--- config.mk ---
export PLATFORM = sky130hd
export DESIGN_NAME = instr_fetch_unit_flat
export DESIGN_NICKNAME = d
export VERILOG_FILES = /design/src/rtl/fetch_pkg.sv /design/src/rtl/instr_fetch_unit_if.sv /design/src/rtl/fetch_fifo2.sv /design/src/rtl/instr_fetch_unit.sv /design/src/flat_wrapper.sv
export SDC_FILE = /design/constraint.sdc
export NUM_CORES = 1
export LEC_CHECK = 0
export BUFFER_PORTS_ARGS = -buffer_cell sky130_fd_sc_hd__buf_2
export CAP_MARGIN = 20
export CORE_MARGIN = 2
export CORE_UTILIZATION = 35
export DETAILED_ROUTE_END_ITERATION = 10
export GPL_ROUTABILITY_DRIVEN = 1
export GPL_TIMING_DRIVEN = 0
export PLACE_DENSITY = 0.56
export SKIP_LAST_GASP = 1
export SYNTH_ARGS = -nofsm -noshare
export SYNTH_HDL_FRONTEND = slang
export SYNTH_SLANG_ARGS = --single-unit
--- constraint.sdc ---
create_clock -name clk -period 4.5 [get_ports clk]
set_clock_uncertainty 0.15 [all_clocks]
set_input_delay 0.225 -clock clk [delete_from_list [all_inputs] [get_ports clk]]
set_output_delay 0.225 -clock clk [all_outputs]
set_load 0.01 [all_outputs]
--- src/rtl/fetch_pkg.sv ---
// fetch_pkg: shared definitions for the fetch stage and the Decode stage.
//   INSTR_W           instruction word width
//   OPC_MSB/OPC_LSB   opcode field position inside an instruction word
//   OPC_HALT          opcode that stops fetching
//   fetch_state_t     fetch FSM states (encodings fixed for legacy compatibility)
//   is_halt()         opcode-field test shared by fetch and decode
package fetch_pkg;

  localparam int unsigned INSTR_W  = 16;
  localparam int unsigned OPC_MSB  = 15;
  localparam int unsigned OPC_LSB  = 12;
  localparam logic [3:0]  OPC_HALT = 4'hF;

  typedef enum logic [1:0] {
    IDLE  = 2'd0,
    RUN   = 2'd1,
    DRAIN = 2'd2,
    DONE  = 2'd3
  } fetch_state_t;

  function automatic logic is_halt(input logic [INSTR_W-1:0] word);
    return word[OPC_MSB:OPC_LSB] == OPC_HALT;
  endfunction

endpackage

--- src/rtl/instr_fetch_unit_if.sv ---
// instr_fetch_unit_if: fetch -> decode instruction stream.
//   instruction  word at the prefetch buffer head
//   instr_pc     address of that word
//   instr_valid  head is valid
//   instr_ready  consumer accepts the head this cycle
// modport master = fetch side, modport slave = decode side.
interface instr_fetch_unit_if #(
  parameter int unsigned ADDR_W = 4
);
  logic [fetch_pkg::INSTR_W-1:0] instruction;
  logic [ADDR_W-1:0]             instr_pc;
  logic                          instr_valid;
  logic                          instr_ready;

  modport master (output instruction, output instr_pc, output instr_valid, input instr_ready);
  modport slave  (input instruction, input instr_pc, input instr_valid, output instr_ready);
endinterface

--- src/rtl/fetch_fifo2.sv ---
// fetch_fifo2: 2-entry prefetch buffer holding {data, pc} per entry.
//   clk_i, rst_ni      clock, asynchronous active-low reset
//   push_i, pop_i      write new entry / retire head (same cycle allowed)
//   flush_i            synchronous empty, wins over push/pop
//   data_i, pc_i       entry to push
//   data_o, pc_o       head entry, valid_o when count_o != 0
//   count_o            occupancy 0..2
module fetch_fifo2
  import fetch_pkg::*;
#(
  parameter int unsigned ADDR_W = 4
) (
  input  logic               clk_i,
  input  logic               rst_ni,
  input  logic               push_i,
  input  logic               pop_i,
  input  logic               flush_i,
  input  logic [INSTR_W-1:0] data_i,
  input  logic [ADDR_W-1:0]  pc_i,
  output logic [INSTR_W-1:0] data_o,
  output logic [ADDR_W-1:0]  pc_o,
  output logic               valid_o,
  output logic [1:0]         count_o
);

  logic [INSTR_W-1:0] hd_data_q, hd_data_d, tl_data_q, tl_data_d;
  logic [ADDR_W-1:0]  hd_pc_q, hd_pc_d, tl_pc_q, tl_pc_d;
  logic [1:0]         count_q, count_d;
  logic               push, pop;

  assign pop  = pop_i && (count_q != 2'd0);
  assign push = push_i && ((count_q != 2'd2) || pop);

  // Head register is always the oldest entry; a pop shifts tail into head.
  always_comb begin
    hd_data_d = hd_data_q;
    hd_pc_d   = hd_pc_q;
    tl_data_d = tl_data_q;
    tl_pc_d   = tl_pc_q;
    count_d   = count_q;
    if (flush_i) begin
      count_d = '0;
    end else begin
      unique case ({push, pop})
        2'b10: begin
          if (count_q == 2'd0) begin
            hd_data_d = data_i;
            hd_pc_d   = pc_i;
          end else begin
            tl_data_d = data_i;
            tl_pc_d   = pc_i;
          end
          count_d = count_q + 2'd1;
        end
        2'b01: begin
          hd_data_d = tl_data_q;
          hd_pc_d   = tl_pc_q;
          count_d   = count_q - 2'd1;
        end
        2'b11: begin
          if (count_q == 2'd1) begin
            hd_data_d = data_i;
            hd_pc_d   = pc_i;
          end else begin
            hd_data_d = tl_data_q;
            hd_pc_d   = tl_pc_q;
            tl_data_d = data_i;
            tl_pc_d   = pc_i;
          end
        end
        default: ;
      endcase
    end
  end

  always_ff @(posedge clk_i or negedge rst_ni) begin
    if (!rst_ni) begin
      hd_data_q <= '0;
      hd_pc_q   <= '0;
      tl_data_q <= '0;
      tl_pc_q   <= '0;
      count_q   <= '0;
    end else begin
      hd_data_q <= hd_data_d;
      hd_pc_q   <= hd_pc_d;
      tl_data_q <= tl_data_d;
      tl_pc_q   <= tl_pc_d;
      count_q   <= count_d;
    end
  end

  assign data_o  = hd_data_q;
  assign pc_o    = hd_pc_q;
  assign valid_o = (count_q != 2'd0);
  assign count_o = count_q;

endmodule

--- src/rtl/instr_fetch_unit.sv ---
// instr_fetch_unit: loadable program store, PC walker and fetch FSM feeding
// a 2-entry prefetch buffer toward Decode.
//   clk, rst (async, active-low), start, flush
//   ld_en/ld_addr/ld_data  program-store write port (IDLE/DONE only)
//   fetch_if (master)      instruction/instr_pc/instr_valid/instr_ready stream
//   busy (RUN or DRAIN), done (DONE)
// Build option: FETCH_LOOP_EN -- PC wraps after the last word instead of
// ending the run; only HALT or flush then stops fetching.
module instr_fetch_unit
  import fetch_pkg::*;
#(
  parameter  int unsigned PROG_DEPTH = 16,
  localparam int unsigned ADDR_W     = $clog2(PROG_DEPTH)
) (
  input  logic                      clk,
  input  logic                      rst,
  input  logic                      start,
  input  logic                      flush,
  input  logic                      ld_en,
  input  logic [ADDR_W-1:0]         ld_addr,
  input  logic [INSTR_W-1:0]        ld_data,
  instr_fetch_unit_if.master        fetch_if,
  output logic                      busy,
  output logic                      done
);

`ifdef FETCH_LOOP_EN
  localparam bit LOOP_EN = 1'b1;
`else
  localparam bit LOOP_EN = 1'b0;
`endif

  fetch_state_t       state_q, state_d;
  logic [ADDR_W-1:0]  pc_q, pc_d;
  logic [INSTR_W-1:0] mem_q [PROG_DEPTH];
  logic [INSTR_W-1:0] fetch_word;
  logic [1:0]         count;
  logic               push, pop, last_pc;

  assign fetch_word = mem_q[pc_q];
  assign pop        = fetch_if.instr_valid & fetch_if.instr_ready;
  assign last_pc    = (pc_q == ADDR_W'(PROG_DEPTH - 1));

  always_comb begin
    state_d = state_q;
    pc_d    = pc_q;
    push    = 1'b0;
    if (flush) begin
      state_d = IDLE;
      pc_d    = '0;
    end else begin
      unique case (state_q)
        IDLE, DONE: begin
          if (start) begin
            state_d = RUN;
            pc_d    = '0;
          end
        end
        RUN: begin
          if ((count != 2'd2) || pop) begin
            push = 1'b1;
            pc_d = pc_q + 1'b1;
            if (is_halt(fetch_word) || (!LOOP_EN && last_pc)) state_d = DRAIN;
          end
        end
        // Uses registered occupancy, so DONE follows the final pop by a cycle.
        DRAIN: if (count == 2'd0) state_d = DONE;
        default: state_d = IDLE;
      endcase
    end
  end

  always_ff @(posedge clk or negedge rst) begin
    if (!rst) begin
      state_q <= IDLE;
      pc_q    <= '0;
    end else begin
      state_q <= state_d;
      pc_q    <= pc_d;
    end
  end

  // Program store is deliberately outside reset so contents survive it.
  always_ff @(posedge clk) begin
    if (ld_en && ((state_q == IDLE) || (state_q == DONE))) mem_q[ld_addr] <= ld_data;
  end

  fetch_fifo2 #(.ADDR_W(ADDR_W)) u_fifo (
    .clk_i   (clk),
    .rst_ni  (rst),
    .push_i  (push),
    .pop_i   (pop),
    .flush_i (flush),
    .data_i  (fetch_word),
    .pc_i    (pc_q),
    .data_o  (fetch_if.instruction),
    .pc_o    (fetch_if.instr_pc),
    .valid_o (fetch_if.instr_valid),
    .count_o (count)
  );

  assign busy = (state_q == RUN) || (state_q == DRAIN);
  assign done = (state_q == DONE);

endmodule

--- src/flat_wrapper.sv ---
// flat-port wrapper written by rule: the top's interface ports become plain ports
module instr_fetch_unit_flat import fetch_pkg::*;
#(
  parameter  int unsigned PROG_DEPTH = 16,
  localparam int unsigned ADDR_W     = $clog2(PROG_DEPTH)
)
  (clk, rst, start, flush, ld_en, ld_addr, ld_data, busy, done, fetch_if_instruction, fetch_if_instr_pc, fetch_if_instr_valid, fetch_if_instr_ready);
  instr_fetch_unit_if #(.ADDR_W((4))) fetch_if_i ();
  input  logic clk;
  input  logic rst;
  input  logic start;
  input  logic flush;
  input  logic ld_en;
  input  logic [ADDR_W-1:0] ld_addr;
  input  logic [INSTR_W-1:0] ld_data;
  output logic busy;
  output logic done;
  output wire logic [$bits(fetch_if_i.instruction)-1:0] fetch_if_instruction;
  output wire logic [$bits(fetch_if_i.instr_pc)-1:0] fetch_if_instr_pc;
  output wire logic [$bits(fetch_if_i.instr_valid)-1:0] fetch_if_instr_valid;
  input wire logic [$bits(fetch_if_i.instr_ready)-1:0] fetch_if_instr_ready;
  assign fetch_if_instruction = fetch_if_i.instruction;
  assign fetch_if_instr_pc = fetch_if_i.instr_pc;
  assign fetch_if_instr_valid = fetch_if_i.instr_valid;
  assign fetch_if_i.instr_ready = fetch_if_instr_ready;
  instr_fetch_unit #(.PROG_DEPTH(PROG_DEPTH)) u_core (.clk(clk), .rst(rst), .start(start), .flush(flush), .ld_en(ld_en), .ld_addr(ld_addr), .ld_data(ld_data), .fetch_if(fetch_if_i), .busy(busy), .done(done));
endmodule
==> results.yml <==
run_status:
  status: "completed"
setup_path:
  crit_family: "buffers and inverters"
  start_kind: "flip-flop"
  crit_buf_inv: 2
  crit_type: "flip-flop to flip-flop"
  critPathMaxStageDelay_ps: 630
  slowest_stage: "buf_1"
  crit_path_cell_trace: "buf_1 > buf_1 > mux4_1 > mux4_2 > mux2i_1 > a21oi_1"
  r2r_setup_slack_ps: 1240
  cp-end-kind: "flip-flop"
  crit_required_ps: 4760
  crit_fanout: 10
  worstPathArrival_ps: 3510
  critical_path.most_common_cell: "buf_1"
synthesis:
  synth.distinct_cells: 31
  synth_seq_cells: 304
  syn_area_per_cell_um2: 20.6
  synth-seq-area-share: 0.728
  syn_inst: 594
  netlist_area_mm2: 0.0122
  yosys_warnings: 0
  synth_nets: 628
global_route:
  grt_pass1_wl_um: 40500
  grt_max_degree: 49
  track_usage: 0.152
  grt_pass1_vias: 6401
  overflow: 0
  antenna_found_initial: 1
place:
  gp_congestion: 0.775
  placed_area_mm2: 0.0134
  place_hpwl_um: 18100
  numPortBuffers: 48
sta:
  maxSlewViolCount: 0
  slew-limit-headroom: 0.332
  fin_crit_sh: 0.723
  timing.fmax_mhz: 307
  setup_viol: 0
  rsz0062_at_grt: "false"
  tightest_slew_ps: 996
  period_minus_slack_ps: 3260
  hold_viol: 0
detailed_routing:
  routed_wirelength_um: 26900
  firstDrtPassIters: 5
  vias: 6079
  wl_per_cell_um: 22.5
  drtIter0Drc: 490
  postRouteAntennaNets: 0
  viasPerCell: 5.09
  drc: 0
die:
  ioPinCount: 49
  start_util: 0.354
  fp.dieW_um: 191
  die-area_mm2: 0.0364
  row_count: 68
  die_h_um: 191
  core_area_mm2: 0.0345
clock_tree:
  clkLatencyLatePin_ps: 540
  root_buffer: "clkbuf_16"
  htreeDepth: 1
  cts_buffers: 31
  cts_max_path_buffers: 3
  ctsResizeCount: 0
  clk_pin_slew_ps: 60
  numClockSinks: 304
  cts_tree: "built"
pwr:
  pwr-share-seq: 0.467
  p_leak_nw: 5.01
  pwr-share-comb: 0.216
  internal_power_mw: 5.37
  power.total_mw: 7.31
  p_clk_frac: 0.317
  vdd_drop_max_mv: 0.332
  net-switching-power_mw: 1.94
  swShare: 0.265
  p_per_area_mw_per_mm2: 504
layout:
  final_common_cell: "edfxtp_1"
  antenna_cells: 0
  fillers: 3001
  final_cell_area_mm2: 0.0145
  nNetsFinal: 751
  mostFrequentLayoutCells: "edfxtp_1, mux4_1, buf_2"
  final_layout_size_suffix_gt1_frac: 0.243
  syn_to_final_growth_pct: 18.7
hold_path:
  min_path_type: "input pin to flip-flop"
flow_run:
  drv_cap: 0
sequential cells by signal (all words and copies together) (netlist names):
register and count:
u_core.pc_q 4, u_core.u_fifo.data_o 16, u_core.u_fifo.tl_pc_q 4, u_core.u_fifo.count_o 2, u_core.u_fifo.pc_o 4, u_core.mem_q 256
u_core.u_fifo.tl_data_q 16, u_core.state_q 2
path summary, 6_finish.rpt:
check                                            from                    endpoint  cells after the start
hold reg to reg            u_core.u_fifo.tl_data_q[2]  u_core.u_fifo.tl_data_q[2]                      1
setup reg to reg                       u_core.pc_q[1]     u_core.u_fifo.data_o[5]                      6
hold / removal                                  flush              u_core.pc_q[2]                      3
min in group asynchronous                         rst     u_core.u_fifo.data_o[2]                      3
max in group asynchronous                         rst              u_core.pc_q[3]                      4
setup / recovery                       u_core.pc_q[1]     u_core.u_fifo.data_o[5]                      6
metrics by stage:
step / worst slack (ps) / hold WS (ps) / utilization / setup TNS [ps] / instances
global placement: -119 / 284 / 0.378 / -2490 / 1097
finish: 1240 / 53.1 / 0.421 / 0 / 1195
CTS: 1180 / 28.3 / 0.420 / 0 / 1193
floorplan: 1570 / -221 / - / 0 / 594
detailed placement: 1160 / 314 / 0.388 / 0 / 1116
global route: 1040 / 57.4 / 0.421 / 0 / 1195
final cells by class:
class | count | area (µm²) | area share
clock inverters | 14 | 85.1 | 0.00587
multi-input cells | 252 | 3130 | 0.216
repair buffers | 90 | 764 | 0.0527
plain buffers | 30 | 216 | 0.0149
clock buffers | 42 | 817 | 0.0564
flip-flops and latches | 304 | 8890 | 0.613
well taps | 455 | 569 | 0.0393
inverters | 8 | 30.0 | 0.00207
worst register-to-register path, delay by kind of cell (launching register included):
kind                   cells  cell delay, ps
buffers and inverters      2            1210
multiplexers               3            1200
AO/OA/AOI/OAI              1             100
flip-flops                 1             440
synthesized netlist by cell type:
cell        n  area share
a211oi_1    2      0.0012
a21oi_1    25       0.010
a22oi_1     6      0.0037
a31o_2      1     0.00072
a32oi_1     2      0.0014
a41oi_1     1     0.00072
buf_1       3     0.00092
buf_12      4      0.0066
buf_2       4      0.0016
buf_6       3      0.0028
buf_8       1      0.0012
clkbuf_1   15      0.0046
dfrtp_1    48       0.098
edfxtp_1  256        0.63
ha_1        8      0.0082
inv_1       8      0.0025
mux2_2     22       0.020
mux2i_1    22       0.018
mux4_1     52        0.11
mux4_2     24       0.044
nand2_1    14      0.0043
nand2b_1    3      0.0015
nand3_1    10      0.0041
nand4_1     3      0.0015
nand4b_1    1     0.00072
nor2_1     46       0.014
nor2b_1     3      0.0015
nor3_1      4      0.0016
o21ai_0     1     0.00041
or3_1       1     0.00051
xnor2_1     1     0.00072
kinds of logic (layout without fill, tap and decap cells):
kind of cell / Yosys count / count (layout) / share of synthesized area
DFF: 304 / 304 / 0.728
muxes: 120 / 120 / 0.194
and+or+nand+nor: 85 / 85 / 0.0300
AOI/OAI and AO/OA: 38 / 38 / 0.0184
buffers and inverters: 38 / 184 / 0.0202
adders and majority gates: 8 / 8 / 0.00820
xor gates and xnor gates: 1 / 1 / 0.000717
per-layer routing:
metal	vias up	track usage	wire [µm]
met5	-	0	11
met4	2	0.0367	571
met3	46	0.0254	1320
met2	163	0.264	13500
met1	3163	0.199	11500
li1	2705	-	-
what timing repair did:
action / in CTS / in global routing
hold endpoints to repair: 310 / 7
buffers inserted: 0 / 0
hold buffers: 21 / 1
power by group through the flow:
stage / clock network (mW) / logic (mW) / registers [mW]
final: 2.31 / 1.58 / 3.41
after floorplan: 0 / 1.03 / 3.50
after CTS: 2.37 / 1.60 / 3.42
after global routing: 2.49 / 1.72 / 3.44
after global placement: 0 / 1.50 / 3.46
after detailed placement: 0 / 1.58 / 3.48
(Power assumes the default switching activity.)
